==> src/rtl/tone_contour_generator_pkg.sv <==
// Shared tone definitions: tone codes, contour directions, playback states and
// the mapping from a tone code to the direction of each segment change.
package tone_pkg;

  localparam logic [2:0] TONE_NEUTRAL    = 3'b000;
  localparam logic [2:0] TONE_RISING     = 3'b001;
  localparam logic [2:0] TONE_UNDULATING = 3'b010;
  localparam logic [2:0] TONE_FALLING    = 3'b100;

  typedef enum logic [1:0] {
    FLAT = 2'd0,
    UP   = 2'd1,
    DOWN = 2'd2
  } dir_t;

  typedef enum logic [1:0] {
    IDLE = 2'd0,
    LOAD = 2'd1,
    PLAY = 2'd2,
    DONE = 2'd3
  } state_t;

  // Direction applied at each segment change: seg0->1, seg1->2, seg2->3.
  typedef struct packed {
    dir_t change0;
    dir_t change1;
    dir_t change2;
  } dir_triple_t;

  function automatic logic tone_is_valid(input logic [2:0] code);
    return (code == TONE_NEUTRAL) || (code == TONE_RISING) ||
           (code == TONE_UNDULATING) || (code == TONE_FALLING);
  endfunction

  function automatic dir_triple_t tone_directions(input logic [2:0] code);
    dir_triple_t dirs;
    case (code)
      TONE_RISING:     dirs = '{change0: UP,   change1: UP,   change2: UP};
      TONE_UNDULATING: dirs = '{change0: UP,   change1: UP,   change2: DOWN};
      TONE_FALLING:    dirs = '{change0: DOWN, change1: DOWN, change2: DOWN};
      default:         dirs = '{change0: FLAT, change1: FLAT, change2: FLAT};
    endcase
    return dirs;
  endfunction

endpackage

==> src/rtl/tone_contour_generator_step.sv <==
// Combinational pitch step: moves a 32-bit DDS increment up or down by
// inc>>STEP_SHIFT, saturating at all-ones on the way up.
module tone_step
  import tone_pkg::*;
#(
  parameter int STEP_SHIFT = 2
) (
  input  logic [31:0] inc,
  input  dir_t        dir,
  output logic [31:0] result
);

  logic [31:0] delta;
  logic [32:0] up_sum;

  assign delta  = inc >> STEP_SHIFT;
  assign up_sum = {1'b0, inc} + {1'b0, delta};

  // Select the stepped increment; a carry out of the 33-bit sum clamps to max.
  always_comb begin
    result = inc;
    case (dir)
      UP:      result = up_sum[32] ? 32'hFFFF_FFFF : up_sum[31:0];
      DOWN:    result = inc - delta;
      default: result = inc;
    endcase
  end

endmodule

==> src/rtl/tone_contour_generator.sv <==
// Tone contour generator: plays a four-segment pitch contour for a requested
// tone as a stream of DDS phase increments plus an 8-bit sawtooth sample.
module tone_contour_generator
  import tone_pkg::*;
#(
  parameter int STEP_SHIFT   = 2,
  parameter int NUM_SEGMENTS = 4
) (
  input  logic        clk_in,
  input  logic        rst_in,
  input  logic        valid_in,
  input  logic [2:0]  tone_ident_in,
  input  logic [31:0] base_inc_in,
  input  logic [31:0] segment_length_in,
  output logic        ready_out,
  output logic        phase_valid_out,
  output logic [31:0] phase_inc_out,
  output logic [7:0]  sample_out,
  output logic [1:0]  segment_idx_out,
  output logic        done_out,
  output logic        error_out
);

  localparam logic [1:0] LAST_SEGMENT = 2'(NUM_SEGMENTS - 1);

  state_t      state, state_next;

  logic [31:0] base_q, base_next;
  logic [31:0] last_cnt_q, last_cnt_next;
  dir_triple_t dirs_q, dirs_next;
  logic [31:0] phase_inc_q, phase_inc_next;
  logic [31:0] acc_q, acc_next;
  logic [1:0]  seg_q, seg_next;
  logic [31:0] cnt_q, cnt_next;
  logic        valid_q, valid_next;
  logic        done_q, done_next;
  logic        error_q, error_next;

  dir_t        cur_dir;
  logic [31:0] stepped_inc;

  tone_step #(
    .STEP_SHIFT(STEP_SHIFT)
  ) u_step (
    .inc    (phase_inc_q),
    .dir    (cur_dir),
    .result (stepped_inc)
  );

  // Pick the direction for the change that leaves the current segment.
  always_comb begin
    cur_dir = FLAT;
    case (seg_q)
      2'd0:    cur_dir = dirs_q.change0;
      2'd1:    cur_dir = dirs_q.change1;
      default: cur_dir = dirs_q.change2;
    endcase
  end

  // Playback state register.
  always_ff @(posedge clk_in or posedge rst_in) begin
    if (rst_in) begin
      state <= IDLE;
    end else begin
      state <= state_next;
    end
  end

  // Next-state and next-datapath decode; the segment length is stored as its
  // last counter value so a length of 0 behaves like 1.
  always_comb begin
    state_next     = state;
    base_next      = base_q;
    last_cnt_next  = last_cnt_q;
    dirs_next      = dirs_q;
    phase_inc_next = phase_inc_q;
    acc_next       = acc_q;
    seg_next       = seg_q;
    cnt_next       = cnt_q;
    valid_next     = 1'b0;
    done_next      = 1'b0;
    error_next     = 1'b0;
    case (state)
      IDLE: begin
        if (valid_in) begin
          if (tone_is_valid(tone_ident_in)) begin
            state_next    = LOAD;
            base_next     = base_inc_in;
            last_cnt_next = (segment_length_in == 32'd0) ? 32'd0 : segment_length_in - 32'd1;
            dirs_next     = tone_directions(tone_ident_in);
          end else begin
            error_next = 1'b1;
          end
        end
      end
      LOAD: begin
        phase_inc_next = base_q;
        acc_next       = 32'd0;
        seg_next       = 2'd0;
        cnt_next       = 32'd0;
        valid_next     = 1'b1;
        state_next     = PLAY;
      end
      PLAY: begin
        acc_next = acc_q + phase_inc_q;
        if (cnt_q == last_cnt_q) begin
          if (seg_q == LAST_SEGMENT) begin
            state_next = DONE;
            done_next  = 1'b1;
          end else begin
            seg_next       = seg_q + 2'd1;
            cnt_next       = 32'd0;
            phase_inc_next = stepped_inc;
            valid_next     = 1'b1;
          end
        end else begin
          cnt_next   = cnt_q + 32'd1;
          valid_next = 1'b1;
        end
      end
      DONE: begin
        state_next = IDLE;
      end
      default: begin
        state_next = IDLE;
      end
    endcase
  end

  // Datapath and registered output flags.
  always_ff @(posedge clk_in or posedge rst_in) begin
    if (rst_in) begin
      base_q      <= 32'd0;
      last_cnt_q  <= 32'd0;
      dirs_q      <= '{change0: FLAT, change1: FLAT, change2: FLAT};
      phase_inc_q <= 32'd0;
      acc_q       <= 32'd0;
      seg_q       <= 2'd0;
      cnt_q       <= 32'd0;
      valid_q     <= 1'b0;
      done_q      <= 1'b0;
      error_q     <= 1'b0;
    end else begin
      base_q      <= base_next;
      last_cnt_q  <= last_cnt_next;
      dirs_q      <= dirs_next;
      phase_inc_q <= phase_inc_next;
      acc_q       <= acc_next;
      seg_q       <= seg_next;
      cnt_q       <= cnt_next;
      valid_q     <= valid_next;
      done_q      <= done_next;
      error_q     <= error_next;
    end
  end

  assign ready_out       = (state == IDLE);
  assign phase_valid_out = valid_q;
  assign phase_inc_out   = phase_inc_q;
  assign sample_out      = acc_q[31:24];
  assign segment_idx_out = seg_q;
  assign done_out        = done_q;
  assign error_out       = error_q;

endmodule

==> config.mk <==
export PLATFORM = sky130hd
export DESIGN_NAME = tone_contour_generator
export DESIGN_NICKNAME = d
export VERILOG_FILES = /design/src/rtl/tone_contour_generator_pkg.sv /design/src/rtl/tone_contour_generator_step.sv /design/src/rtl/tone_contour_generator.sv
export SDC_FILE = /design/constraint.sdc
export NUM_CORES = 1
export LEC_CHECK = 0
export CAP_MARGIN = 15
export CORE_ASPECT_RATIO = 0.7
export CORE_MARGIN = 2
export CORE_UTILIZATION = 65
export CTS_BUF_LIST = sky130_fd_sc_hd__clkbuf_8
export DETAILED_ROUTE_END_ITERATION = 8
export PLACE_DENSITY_LB_ADDON = 0.1
export SETUP_SLACK_MARGIN = 0.4
export SLEW_MARGIN = 20
export SYNTH_ARGS = -nofsm -noshare
export SYNTH_HDL_FRONTEND = slang
export SYNTH_HIERARCHICAL = 1
export SYNTH_SLANG_ARGS = --single-unit
==> constraint.sdc <==
create_clock -name clk_in -period 10.2 [get_ports clk_in]
set_input_delay 2.55 -clock clk_in [delete_from_list [all_inputs] [get_ports clk_in]]
set_output_delay 2.55 -clock clk_in [all_outputs]
set_load 0.02 [all_outputs]
Word-level counts from Yosys, hierarchy flattened
Cells that the tools add are included.
- equal/unequal tests: 18
- mux-type cells: 29
- reductions and logical operators: 13
- add/subtract/negate cells: 6
- operators by type and width (cell ; count):
    $pmux W32 S2 ; 4
    $mux W32 ; 6
    $add A32 B30 Y33 ; 1
    $add A32 B1 Y32 const B ; 1
    $add A32 B32 Y32 ; 1
    $eq A32 B32 Y1 ; 1
    $logic_not A32 Y1 ; 1
    $sub A32 B1 Y32 const B ; 1
    $sub A32 B30 Y32 ; 1
    $pmux W6 S3 ; 1
    $mux W2 ; 6
    $eq A2 B2 Y1 const B ; 4
    $mux W1 ; 8
    $ne A2 B2 Y1 const B ; 4
    $pmux W2 S2 ; 2
    $pmux W2 S4 ; 1
    $reduce_and A4 Y1 ; 2
    $eq A2 B1 Y1 const B ; 3
    $reduce_and A3 Y1 ; 2
    $logic_not A2 Y1 ; 2
    $eq A3 B1 Y1 const B ; 1
    $eq A3 B2 Y1 const B ; 1
    $eq A3 B3 Y1 const B ; 1
    $logic_not A3 Y1 ; 1
    other kinds (8) ; 10
- input port bits: 70
- output and inout port bits: 46
- logic and storage cells: 79
- bits in registers: 173

Longest topological paths before layout
- word-level depth: 7
- gate-level depth with buffers: 15
- depth with buffers taken out: 15

Hierarchy
The synthesis kept the hierarchy.
- modules (own cells, without submodules) (module ; area an instance (sq um) ; times used ; cells each):
    tone_contour_generator ; 9591.7 ; 1 ; 975
    tone_step ; 4037.6 ; 1 ; 607

Worst setup path before layout
OpenSTA, ideal clock, no wires.
- kind: input -> register
- start: input segment_length_in[6]
- end: register last_cnt_q[29]
- setup time: 0.128 ns
- data required time: 10.072 ns
- stages on the path: 8
- setup slack: 5.095 ns
- path buffers: 0
- arrival time: 4.977 ns
- cell sequence: or4_4 > or4_4 > or3_4 > or3_4 > or3_4 > nor4_4 > xnor2_1 > o21ai_2
- word-level cells in the longest chain between the ends: 2
- elaborated cells between the ends (all ways): 3
- ends and longest elaborated chain (item ; line ; RTL):
    from (decl) ; tone_contour_generator.sv:14 ; input logic [31:0] segment_length_in,
    $sub A32 B1 Y32 / $logic_not A32 Y1 (equally long branches) ; tone_contour_generator.sv:89 ; last_cnt_next = (segment_length_in == 32'd0) ? 32'd0 : segment_length_in - 32'd1;
    $mux W32 * ; tone_contour_generator.sv:89 ;
    to (signal assigned) ; tone_contour_generator.sv:145 ; last_cnt_q <= last_cnt_next;
    to (decl) ; tone_contour_generator.sv:29 ; logic [31:0] last_cnt_q, last_cnt_next;
Mark *: on every way between the ends. The rest lies on a longest branch, timed or not.
A chain may end at the register's enable or synchronous reset.

Worst setup path in the final report
- start: input segment_length_in[4]
- end: register last_cnt_q[29]
Same word-level chain as after synthesis.

==> flow_metrics.py <==
metrics = {
    "run_status": {
        "outcome": "finished clean",
    },
    "sta": {
        "report.final.slew_viol_count": 0,
        "min_period_ns": 5.27,
        "max_freq_ghz": 0.190,
        "relSlewSlack": 0.319,
        "finalSetupViolations": 0,
        "rsz0062_at_grt": "false",
        "skew_ns": 0.0167,
        "tns_ns": 0,
        "period_share": 0.517,
        "finalHoldViolations": 0,
        "worst_pin_slew_ns": 1.02,
        "setup_ws_ns": 4.93,
    },
    "drt": {
        "vias": 12646,
        "wl_per_cell_um": 19.8,
        "firstDrtPassIters": 7,
        "antenna_left": 0,
        "drc": 0,
        "wl_um": 38100,
        "viasPerCell": 6.57,
        "drt_iter0_drc": 1533,
    },
    "min_path": {
        "min_path_type": "flop to flop",
        "min_to": "dirs_q[4]$_DFFE_PP0P_",
        "worstHoldStart": "dirs_q[4]$_DFFE_PP0P_",
        "holdPathStages": 2,
    },
    "layout": {
        "syn_to_final_growth_pct": 11.9,
        "drive_gt1_frac": 0.0691,
        "layout_common_cells": "dfrtp_1 (171), nand2_1 (153), a21oi_1 (115), clkdlybuf4s50_1 (115), o21ai_0 (113)",
        "final_common_cell": "dfrtp_1",
        "final_cell_area_mm2": 0.0152,
        "final_util": 0.739,
        "diodes": 0,
        "final_nets": 1813,
    },
    "setup_path": {
        "worstPathMaxFanout": 5,
        "regToRegSetupSlack_ns": 5.78,
        "critPathArrivalTime_ns": 5.62,
        "startpoint_type": "input pin",
        "r2r-end": "phase_inc_out[30]$_DFFE_PP0P_",
        "worstSetupPathType": "input pin to flop",
        "r2r_start": "phase_inc_out[14]$_DFFE_PP0P_",
        "worstPathRequired_ns": 10.55,
        "end_kind": "flop",
        "reg2reg_depth": 13,
    },
    "place": {
        "dpl_cell_area_mm2": 0.0148,
        "portBuffers": 115,
        "gp_congestion": 0.970,
        "dp_hpwl_um": 27300,
        "dpl_worst_slack_ns": 4.46,
    },
    "synth": {
        "netlist_instances": 1582,
        "yosys_register_bits": 171,
        "ys_seq_area_frac": 0.314,
        "yosysUniqueCellTypes": 83,
        "async_flop_share": 1.00,
        "syn_area_mm2": 0.0136,
        "yosysWarnings": 6,
        "synth_edf_count": 0,
        "yosysTopAreaCellShare": 0.314,
        "synth_area_leader_cell": "dfrtp_1",
        "syn_area_per_cell_um2": 8.62,
        "synth_nets": 1757,
        "synth.area.top_cells": "dfrtp_1 (31%), ha_1 (9.4%), xnor2_1 (6.5%)",
        "dominantRegCellSynth": "dfrtp_1",
    },
    "cts": {
        "clock_sinks": 171,
        "clk_pin_slew_ns": 0.10,
        "cts_tree": "yes",
        "cts_resized": 0,
        "cts_made_buffers": 17,
        "insertion_delay_ns": 0.48,
        "root_buffer": "clkbuf_8",
        "h-tree-depth": 4,
        "hold_buffers": 0,
        "post_cts_buffers": 0,
        "clockBufferDepth": 2,
    },
    "die": {
        "die-height_um": 125,
        "io_pins": 116,
        "core-area_mm2": 0.0206,
        "die_area_mm2": 0.0222,
        "rows": 44,
        "die_w_um": 177,
        "initial_core_util": 0.660,
    },
    "global_routing": {
        "grt_antenna_before_repair": 0,
        "grtUsageMet3": 0.0511,
        "grt_pass1_wl_um": 62000,
        "grt_usage": 0.348,
        "grt_pass1_vias": 11717,
        "grt-ovfl-total": 0,
        "grt-busiest-layer": "met1",
        "grt_max_degree": 91,
        "use_met1": 0.549,
        "grt_use_met2": 0.499,
    },
    "power": {
        "vdd_drop_max_uv": 204,
        "leakage_nw": 6.59,
        "p_total_mw": 5.70,
        "powerDensity_mw_per_mm2": 374,
    },
    "run": {
        "maxCapViolCount": 0,
    },
}
-- metrics by stage --
stage,hold slack [ns],instances
2_1_floorplan,0.444,1582
3_3_place_gp,0.468,1895
3_5_place_dp,0.471,1895
4_1_cts,0.490,1925
5_1_grt,0.518,1925
6_report,0.484,1925
-- power by group --
part	switching [mW]	internal (mW)	leakage, nW
Clock	0.262	0.260	0.209
Combinational	2.38	1.55	4.18
Sequential	0.313	0.942	2.21
Total	2.95	2.75	6.59
-- how the worst max path moves through the flow --
stage                                     from                         end  slack (ns)  depth (start not counted)
after CTS                 segment_length_in[4]  last_cnt_q[29]$_DFFE_PP0P_        4.96                          9
after global routing      segment_length_in[4]  last_cnt_q[29]$_DFFE_PP0P_        4.84                          9
final                     segment_length_in[4]  last_cnt_q[29]$_DFFE_PP0P_        4.93                          9
after floorplan                         rst_in        acc_q[0]$_DFFE_PP0P_        3.02                          1
after detailed placement  segment_length_in[4]  last_cnt_q[29]$_DFFE_PP0P_        4.46                          9
after global placement    segment_length_in[6]  last_cnt_q[29]$_DFFE_PP0P_        4.50                          9
-- Yosys cell counts (4+ instances only) --
master and count:
a22oi_1 7, nor3_1 30, o21ai_0 113, o221ai_1 4, buf_4 10, buf_2 7, mux2_2 37, or4_1 7
o2bb2ai_1 4, inv_1 91, xor2_1 18, a31oi_1 20, mux2i_1 43, nor4_1 16, or3_1 8, buf_1 7
o21ai_1 12, a221oi_1 20, a211oi_1 11, nand2_1 153, o211ai_1 17, o31ai_1 28, or2_2 9, a31o_2 7
ha_1 102, a211o_1 4, a22o_1 21, nor2_1 83, dfrtp_1 171, nand3_1 44, o31a_1 6, o21bai_1 15
o2111ai_1 5, and3_1 13, a21oi_1 115, nand4_1 23, nor2b_1 11, and2_1 4, a21o_1 32, o21a_1 5
a221o_1 5, nand2b_1 14, clkbuf_1 61, xnor2_1 101
-- layout make-up --
| class | instances | area, um2 |
|---|---|---|
| Sequential cell | 171 | 4280 |
| Inverter | 96 | 365 |
| Timing Repair Buffer | 124 | 1220 |
| Clock buffer | 20 | 275 |
| Clock inverter | 10 | 140 |
| Multi-Input combinational cell | 1228 | 8620 |
| Fill cell | 1607 | 5400 |
| Tap cell | 276 | 345 |
-- state kept, by name, indices dropped and copies added, names as in the netlist --
register,flops
segment_idx_out,2
base_q,32
phase_inc_out,32
error_out,1
done_out,1
phase_valid_out,1
state,2
acc_q,32
cnt_q,32
last_cnt_q,32
dirs_q,4
-- kinds of logic (layout without fill, tap and decap cells) --
logic type	Yosys count	in the layout	share of synthesized area
compound gates	490	490	0.239
simple gates	433	433	0.155
buf+inv	183	250	0.0549
flops	171	171	0.314
xor+xnor	119	119	0.0765
fa+ha+maj	105	105	0.0980
mux	81	81	0.0630
-- critical path: stages --
cell	delay, ns
clkdlybuf4s50_1	0.50
or4_4	0.55
or4_4	0.45
or3_4	0.43
or3_4	0.37
or3_4	0.37
nor4_4	0.15
xnor2_1	0.17
o21ai_2	0.06
-- routing by layer --
metal  vias up  wire, um
li1       5851         -
met1      6147     18100
met2       593     16200
met3        55      3310
met4         0       508
met5         -         0
(Power assumes the default switching activity.)
